$ cat src/rtl/sdhcal_daq_pkg.sv
// Shared types and defaults for the SDHCAL DAQ readout path.
package sdhcal_daq_pkg;

    localparam int unsigned WORD_W = 16;
    localparam logic [WORD_W-1:0] DEF_HEADER_WORD = 16'hFFFF;
    localparam logic [3:0] DEF_TRAILER_TAG = 4'hA;

    typedef enum logic [2:0] {
        IDLE,
        ARMED,
        SHIFT,
        FLUSH,
        TRAILER,
        DONE
    } state_t;

    // Partial word of n valid bits (LSB-aligned in v) moved to the MSBs, zero padded.
    function automatic logic [WORD_W-1:0] left_align(input logic [WORD_W-1:0] v,
                                                     input logic [3:0] n);
        return v << (WORD_W - 32'(n));
    endfunction

endpackage

$ cat src/rtl/asic_readout_collector_sync_edge_det.sv
// Two-flop synchroniser for an asynchronous input, with rise/fall pulses
// detected on the synchronised (second-stage) value.
module sync_edge_det #(
    parameter logic RST_VAL = 1'b0
) (
    input  logic Clk,
    input  logic reset,
    input  logic d,
    output logic q,
    output logic rise,
    output logic fall
);

    logic s1;
    logic s2;
    logic s2_d;

    always_ff @(posedge Clk) begin
        if (reset) begin
            s1   <= RST_VAL;
            s2   <= RST_VAL;
            s2_d <= RST_VAL;
        end else begin
            s1   <= d;
            s2   <= s1;
            s2_d <= s2;
        end
    end

    assign q    = s2;
    assign rise = s2 & ~s2_d;
    assign fall = ~s2 & s2_d;

endmodule

$ cat src/rtl/asic_readout_collector.sv
// Clocks the ASIC digital-RAM serial readout, deserialises DOUT into 16-bit
// words and writes header/data/trailer frames to the USB-side FIFO.
module asic_readout_collector
    import sdhcal_daq_pkg::*;
#(
    parameter int unsigned        CLK_DIV     = 4,
    parameter logic [WORD_W-1:0]  HEADER_WORD = DEF_HEADER_WORD,
    parameter logic [3:0]         TRAILER_TAG = DEF_TRAILER_TAG,
    parameter logic [15:0]        TIMEOUT     = 16'd40000
) (
    input  logic        Clk,
    input  logic        reset,
    input  logic        StartReadout,
    input  logic        TRANSMITON_B,
    input  logic        DOUT,
    output logic        CK_READ,
    output logic [15:0] FifoData,
    output logic        FifoWrEn,
    input  logic        FifoFull,
    output logic        ReadoutBusy,
    output logic        FrameDone,
    output logic [15:0] WordCount,
    output logic        Overflow,
    output logic        Timeout
);

    localparam logic [15:0] DIV_LAST     = 16'(CLK_DIV - 1);
    localparam logic [15:0] TIMEOUT_LAST = TIMEOUT - 16'd1;

    state_t state;
    state_t next_state;

    logic start_q, start_rise, unused_start_fall;
    logic tx_b, tx_rise, unused_tx_fall;
    logic dout_s, unused_dout_rise, unused_dout_fall;

    logic [15:0]       div_cnt;
    logic              ck_read;
    logic [WORD_W-1:0] shift_reg;
    logic [WORD_W-1:0] shift_in;
    logic [3:0]        bit_cnt;
    logic [15:0]       timeout_cnt;
    logic [15:0]       word_count;
    logic              overflow;
    logic              timeout_flag;
    logic [WORD_W-1:0] fifo_data;
    logic              fifo_wr_en;

    logic              running;
    logic              running_next;
    logic              sample_tick;
    logic              wr_req;
    logic [WORD_W-1:0] wr_data;
    logic              clear_frame;
    logic              shift_en;
    logic              count_word;
    logic              set_timeout;

    sync_edge_det #(.RST_VAL(1'b0)) u_sync_start (
        .Clk(Clk), .reset(reset), .d(StartReadout),
        .q(start_q), .rise(start_rise), .fall(unused_start_fall)
    );

    sync_edge_det #(.RST_VAL(1'b1)) u_sync_tx (
        .Clk(Clk), .reset(reset), .d(TRANSMITON_B),
        .q(tx_b), .rise(tx_rise), .fall(unused_tx_fall)
    );

    sync_edge_det #(.RST_VAL(1'b0)) u_sync_dout (
        .Clk(Clk), .reset(reset), .d(DOUT),
        .q(dout_s), .rise(unused_dout_rise), .fall(unused_dout_fall)
    );

    assign running      = (state == ARMED) || (state == SHIFT);
    assign running_next = (next_state == ARMED) || (next_state == SHIFT);
    // Tick is the cycle whose edge drives CK_READ 0->1; DOUT is sampled here.
    assign sample_tick  = running && (div_cnt == DIV_LAST) && !ck_read;
    assign shift_in     = {shift_reg[WORD_W-2:0], dout_s};

    always_comb begin
        next_state  = state;
        wr_req      = 1'b0;
        wr_data     = '0;
        clear_frame = 1'b0;
        shift_en    = 1'b0;
        count_word  = 1'b0;
        set_timeout = 1'b0;
        case (state)
            IDLE: begin
                if (start_rise) begin
                    clear_frame = 1'b1;
                    wr_req      = 1'b1;
                    wr_data     = HEADER_WORD;
                    next_state  = ARMED;
                end
            end
            ARMED: begin
                if (sample_tick && !tx_b) begin
                    shift_en   = 1'b1;
                    next_state = SHIFT;
                end else if (timeout_cnt == TIMEOUT_LAST) begin
                    set_timeout = 1'b1;
                    next_state  = TRAILER;
                end
            end
            SHIFT: begin
                if (tx_rise) begin
                    next_state = FLUSH;
                end else if (sample_tick && !tx_b) begin
                    shift_en = 1'b1;
                    if (bit_cnt == 4'd15) begin
                        wr_req     = 1'b1;
                        wr_data    = shift_in;
                        count_word = 1'b1;
                    end
                end
            end
            FLUSH: begin
                if (bit_cnt != 4'd0) begin
                    wr_req     = 1'b1;
                    wr_data    = left_align(shift_reg, bit_cnt);
                    count_word = 1'b1;
                end
                next_state = TRAILER;
            end
            TRAILER: begin
                wr_req     = 1'b1;
                wr_data    = {TRAILER_TAG, word_count[11:0]};
                next_state = DONE;
            end
            DONE: begin
                next_state = IDLE;
            end
            default: begin
                next_state = IDLE;
            end
        endcase
    end

    always_ff @(posedge Clk) begin
        if (reset) begin
            state        <= IDLE;
            div_cnt      <= '0;
            ck_read      <= 1'b0;
            shift_reg    <= '0;
            bit_cnt      <= '0;
            timeout_cnt  <= '0;
            word_count   <= '0;
            overflow     <= 1'b0;
            timeout_flag <= 1'b0;
            fifo_data    <= '0;
            fifo_wr_en   <= 1'b0;
        end else begin
            state <= next_state;

            // Divider follows next_state so CK_READ drops the same edge the FSM leaves SHIFT/ARMED.
            if (!running_next) begin
                div_cnt <= '0;
                ck_read <= 1'b0;
            end else if (div_cnt == DIV_LAST) begin
                div_cnt <= '0;
                ck_read <= ~ck_read;
            end else begin
                div_cnt <= div_cnt + 16'd1;
            end

            fifo_wr_en <= wr_req && !FifoFull;
            if (wr_req && !FifoFull) begin
                fifo_data <= wr_data;
            end
            overflow     <= (overflow && !clear_frame) || (wr_req && FifoFull);
            timeout_flag <= (timeout_flag && !clear_frame) || set_timeout;

            if (shift_en) begin
                shift_reg <= shift_in;
            end
            if (clear_frame) begin
                bit_cnt <= '0;
            end else if (shift_en) begin
                bit_cnt <= bit_cnt + 4'd1;
            end

            if (clear_frame) begin
                timeout_cnt <= '0;
            end else if (state == ARMED) begin
                timeout_cnt <= timeout_cnt + 16'd1;
            end

            if (clear_frame) begin
                word_count <= '0;
            end else if (count_word && (word_count != '1)) begin
                word_count <= word_count + 16'd1;
            end
        end
    end

    assign CK_READ     = ck_read;
    assign FifoData    = fifo_data;
    assign FifoWrEn    = fifo_wr_en;
    assign ReadoutBusy = (state != IDLE);
    assign FrameDone   = (state == DONE);
    assign WordCount   = word_count;
    assign Overflow    = overflow;
    assign Timeout     = timeout_flag;

endmodule
$ cat config.mk
export PLATFORM = sky130hd
export DESIGN_NAME = asic_readout_collector
export DESIGN_NICKNAME = d
export VERILOG_FILES = /design/src/rtl/sdhcal_daq_pkg.sv /design/src/rtl/asic_readout_collector_sync_edge_det.sv /design/src/rtl/asic_readout_collector.sv
export SDC_FILE = /design/constraint.sdc
export NUM_CORES = 1
export LEC_CHECK = 0
export CORE_UTILIZATION = 40
export CTS_CLUSTER_DIAMETER = 40
export DETAILED_ROUTE_END_ITERATION = 16
export PLACE_DENSITY = 0.67
export SLEW_MARGIN = 20
export SYNTH_ARGS = -nofsm -noshare
export SYNTH_HDL_FRONTEND = slang
export SYNTH_HIERARCHICAL = 1
export SYNTH_SLANG_ARGS = --single-unit
export TNS_END_PERCENT = 10
$ cat constraint.sdc
create_clock -name Clk -period 5.9 [get_ports Clk]
set_input_delay 1.18 -clock Clk [delete_from_list [all_inputs] [get_ports Clk]]
set_output_delay 1.18 -clock Clk [all_outputs]
set_load 0.02 [all_outputs]
==> impl_metrics.env, run 1 <==
export IMPL_status="finished clean"
export IMPL_rsz0062_at_grt="no"
export IMPL_wirelength_mm=13.06
export IMPL_post_cts_buffers=0
export IMPL_gr_total_overflow=0
export IMPL_grt_usage=0.2067
export IMPL_criticalPathCategory="flop to flop"
export IMPL_min_period_ps=3044
export IMPL_coreArea_um2=12670
export IMPL_final_cell_mix="99 x dfxtp_1, 75 x nor2_1, 47 x a21oi_1, 43 x clkdlybuf4s50_1"
export IMPL_tightest_slew_ps=1123
export IMPL_hold_viol_final=0
export IMPL_wl_met2_mm=5.968
export IMPL_drc=0
export IMPL_seqPwrFrac=0.534
export IMPL_power_switching_uw=293.2
export IMPL_clockBufferDepth=2
export IMPL_cts_root_buf="clkbuf_16"
export IMPL_synth_nets=598
export IMPL_gp_congestion=0.9311
export IMPL_cts_tree="done"
export IMPL_grt_first_pass_wirelength_mm=21.58
export IMPL_dr_pass1_iters=4
export IMPL_syn_area_um2=5207
export IMPL_antenna_cells=0
export IMPL_holdBufCountCts=0
export IMPL_htreeDepth=3
export IMPL_max_cap_violations=0
export IMPL_p_clk_frac=0.418
export IMPL_r2r_end="FifoData[12]"
export IMPL_drive_above_1_share=0.08347
export IMPL_vias=4448
export IMPL_setup_violations_final=0
export IMPL_fp_dieW_um=116.1
export IMPL_ant_nets=0
export IMPL_syn_to_final_growth_pct=15.09
export IMPL_synthCells=587
export IMPL_hold_start="u_sync_tx/s1"
export IMPL_crit_arrival_ps=3230
export IMPL_grt_pass1_vias=4193
export IMPL_vias_per_cell=5.681
export IMPL_port_buffers=43
export IMPL_cts_num_sinks=99
export IMPL_yosysWarnings=6
export IMPL_peakVddDrop_uv=183.5
export IMPL_critPathLaunchType="flop"
export IMPL_wl_met1_mm=6.416
export IMPL_met3WireLength_um=490
export IMPL_internal_power_uw=982.9
export IMPL_total_power_mw=1.276
export IMPL_leakage_nw=1.847
export IMPL_final_max_slew_violation_count=0
export IMPL_top_layer_used="met4"
export IMPL_reg2reg_from="bit_cnt[1]"
export IMPL_r2r_slack_ps=2860
export IMPL_num_rows=41
export IMPL_p_per_area_nw_per_um2=212.9
export IMPL_synth_area_per_cell_um2=8.871
export IMPL_cts_buffers=9
export IMPL_post_route_period_util=0.5160
export IMPL_relSlewSlack=0.2500
export IMPL_hold_depth=1
export IMPL_timing_fmax_mhz=328.5
export IMPL_worst_hold_slack_ps=406.3
export IMPL_hold_end="u_sync_tx/q"
export IMPL_die_area_um2=13480
export IMPL_nets=617
export IMPL_hold_path_class="flop to flop"
export IMPL_cp_data_required_time_ps=6090
export IMPL_hpwl_mm=9.291
export IMPL_layout_commonest_cell="dfxtp_1"
export IMPL_fin_util=0.4730
export IMPL_grt_max_degree=37
export IMPL_die_y_um=116.1
export IMPL_cp_end_kind="flop"
export IMPL_drtIter0Drc=310
export IMPL_path_max_fanout=22
export IMPL_fin_skew_ps=9.276
export IMPL_tns_ps=0
export IMPL_reg2reg_depth=7
export IMPL_clk_pin_slew_worst_paths_ps=70
export IMPL_start_util=0.4110
export IMPL_clock_latency_ps=350
export IMPL_cts_resized=0
export IMPL_nFillCells=1275
export IMPL_drt_wirelength_per_cell_um=16.68
export IMPL_swShare=0.2298
export IMPL_power_frac_comb=0.049
export IMPL_antenna_found_initial=0
export IMPL_io_pins=44
## worst max-delay path by stage
stage,from,endpoint,slack [ps]
6_report,bit_cnt[1],FifoData[12],2860
5_1_grt,bit_cnt[1],FifoData[12],2600
4_1_cts,bit_cnt[0],FifoData[13],2870
3_5_place_dp,reset,div_cnt[2],2600
3_3_place_gp,reset,WordCount[2],2730
2_1_floorplan,bit_cnt[0],FifoData[12],2880
## stage by stage
step / cells / instance area, µm² / worst slack (ps)
2_1_floorplan: 587 / 5207 / 2881
3_3_place_gp: 767 / 5715 / 2728
3_5_place_dp: 767 / 5723 / 2597
4_1_cts: 783 / 5986 / 2870
5_1_grt: 783 / 5993 / 2603
6_report: 783 / 5993 / 2856
## routing by layer
metal | GRT usage | vias to the layer above
met5 | 0 | -
li1 | - | 2195
met4 | 0.05983 | 0
met1 | 0.2837 | 2145
met3 | 0.04567 | 13
met2 | 0.3262 | 95
## cell type report
cell class | count | area [µm²] | area share
Clock buffer | 11 | 232.7 | 0.03883
Clock inverter | 5 | 30.03 | 0.005010
Inverter | 8 | 30.03 | 0.005010
Multi-Input combinational cell | 441 | 3043 | 0.5077
Sequential cell | 99 | 1982 | 0.3307
Tap cell | 172 | 215.2 | 0.03591
Timing Repair Buffer | 47 | 460.4 | 0.07683
## worst max-delay path: stages (launching register included)
cell       delay, ps
dfxtp_1          430
inv_1             70
ha_1             950
mux2i_1          470
mux4_2           320
nor2_1            40
a2111oi_0        460
a211oi_1         130
## power groups by stage
stage / sequential (mW) / clock [mW] / combinational (mW)
floorplan: 0.700 / 0 / 0.0351
finish: 0.681 / 0.533 / 0.0621
global placement: 0.696 / 0 / 0.0607
detailed placement: 0.696 / 0 / 0.0612
global route: 0.681 / 0.578 / 0.0673
CTS: 0.681 / 0.549 / 0.0614
Power figures use the tool's default switching activity.
==> run 2: changes to the inputs <==
Settings changed: PLACE_DENSITY 0.67 to 0.69.
Clock period 5.9 ns to 2.8 ns, I/O delays scaled along.
==> impl_metrics.env, run 2 (synthesized netlist as in run 1, its figures left out) <==
export IMPL_post_route_period_util=0.9330
export IMPL_grt_first_pass_wirelength_mm=21.98
export IMPL_min_period_ps=2612
export IMPL_layout_commonest_cell="dfxtp_1"
export IMPL_hold_end="u_sync_tx/q"
export IMPL_crit_slowest_cell="or4b_4"
export IMPL_drt_wirelength_per_cell_um=16.72
export IMPL_gr_total_overflow=0
export IMPL_r2r_slack_ps=190
export IMPL_r2r_end="WordCount[3]"
export IMPL_antenna_found_initial=0
export IMPL_cts_resized=0
export IMPL_seq_area_um2=1982
export IMPL_drtIter0Drc=289
export IMPL_nFillCells=1244
export IMPL_final_max_slew_violation_count=0
export IMPL_syn_to_final_growth_pct=16.89
export IMPL_holdBufCountCts=0
export IMPL_wirelength_mm=13.31
export IMPL_crit_buf_inv=1
export IMPL_cts_num_sinks=99
export IMPL_die_area_um2=13480
export IMPL_drive_above_1_share=0.1042
export IMPL_place_ws_ps=171.6
export IMPL_hold_depth=1
export IMPL_total_power_mw=2.705
export IMPL_start_util=0.4110
export IMPL_vias=4570
export IMPL_grt_max_degree=28
export IMPL_reg2reg_depth=6
export IMPL_peakVddDrop_uv=244.4
export IMPL_cts_tree="done"
export IMPL_timing_fmax_mhz=382.8
export IMPL_clockBufferDepth=2
export IMPL_htreeDepth=3
export IMPL_hold_path_class="flop to flop"
export IMPL_cts_buffers=9
export IMPL_hpwl_mm=9.737
export IMPL_clk_pin_slew_worst_paths_ps=60
export IMPL_ant_nets=0
export IMPL_drc=0
export IMPL_setup_violations_final=0
export IMPL_nets=631
export IMPL_antenna_cells=0
export IMPL_hold_viol_final=0
export IMPL_multi_input_area_um2=3037
export IMPL_criticalPathCategory="flop to flop"
export IMPL_fin_ws_ps=187.5
export IMPL_fp_dieW_um=116.1
export IMPL_hold_start="u_sync_tx/s1"
export IMPL_relSlewSlack=0.4637
export IMPL_critPathLaunchType="flop"
export IMPL_grt_usage=0.2095
export IMPL_num_rows=41
export IMPL_reg2reg_from="state[1]"
export IMPL_cp_top_family="simple AND/OR/NAND/NOR gates"
export IMPL_fin_util=0.4804
export IMPL_max_cap_violations=0
export IMPL_post_cts_buffers=0
export IMPL_status="finished clean"
export IMPL_crit_arrival_ps=2890
export IMPL_vias_per_cell=5.741
export IMPL_path_cells="or4b_4 -> nor4_4 -> a21oi_2 -> buf_4 -> or4_1 -> a21oi_1"
export IMPL_clock_latency_ps=350
export IMPL_cts_root_buf="clkbuf_16"
export IMPL_rsz0062_at_grt="no"
export IMPL_cp_end_kind="flop"
export IMPL_fin_skew_ps=7.572
export IMPL_tns_ps=0
export IMPL_grt_pass1_vias=4320
export IMPL_tightest_slew_ps=804.4
export IMPL_p_per_area_nw_per_um2=444.3
export IMPL_max_stage_delay_ps=560
export IMPL_leakage_nw=1.913
export IMPL_die_y_um=116.1
export IMPL_dr_pass1_iters=5
export IMPL_final_cell_mix="99 x dfxtp_1, 74 x nor2_1, 47 x a21oi_1, 42 x clkdlybuf4s50_1"
export IMPL_coreArea_um2=12670
export IMPL_io_pins=44
export IMPL_port_buffers=43
export IMPL_cp_data_required_time_ps=3080
export IMPL_path_max_fanout=26
export IMPL_gp_congestion=0.9777
## run 2: layout make-up
class	instances	area share
multi-input combinational	441	0.4989
sequential	99	0.3256
timing repair buffer	61	0.09209
clock buffer	13	0.04111
tap	172	0.03535
inverter	8	0.004933
clock inverter	2	0.002055
## run 2: how the worst max path moves through the flow
stage / endpoint / from / cells after the start
finish: WordCount[3] / state[1] / 6
global route: FifoData[14] / bit_cnt[1] / 8
CTS: FifoData[14] / bit_cnt[1] / 8
detailed placement: FifoData[11] / state[1] / 5
global placement: FifoData[14] / bit_cnt[1] / 8
floorplan: FifoData[12] / bit_cnt[0] / 11
## run 2: through the flow
step	area (µm²)	hold slack, ps	cells
after floorplan	5211	383.2	587
after global placement	5816	403.7	781
after detailed placement	5816	398.9	781
after CTS	6078	414.6	796
after global routing	6087	444.3	796
final	6087	412.0	796
## run 2: where the power goes
group          internal [mW]  leakage [nW]  total (mW)  switching [mW]
combinational         0.0535         0.987       0.140          0.0864
clock                  0.621         0.126        1.13           0.510
sequential              1.42         0.800        1.43         0.00914
## run 2: metal layers
| metal | wire length [µm] | vias to the layer above | track usage |
|---|---|---|---|
| met1 | 6304 | 2237 | 0.2811 |
| li1 | - | 2218 | - |
| met5 | 0 | - | 0 |
| met3 | 524 | 19 | 0.03425 |
| met4 | 268 | 0 | 0.08718 |
| met2 | 6213 | 96 | 0.3353 |
## run 2: worst reg2reg max path, delay by kind of cell, from the launching register on
family / cells / cell delay (ps)
simple gates: 3 / 1510
flops: 1 / 520
compound gates: 2 / 280
buf+inv: 1 / 230
==> run 3: changes to the inputs <==
Settings changed: CTS_CLUSTER_DIAMETER 40 to 50.
==> results of run 3 <==
Final layout, timing and power as in run 2 (identical DEF).
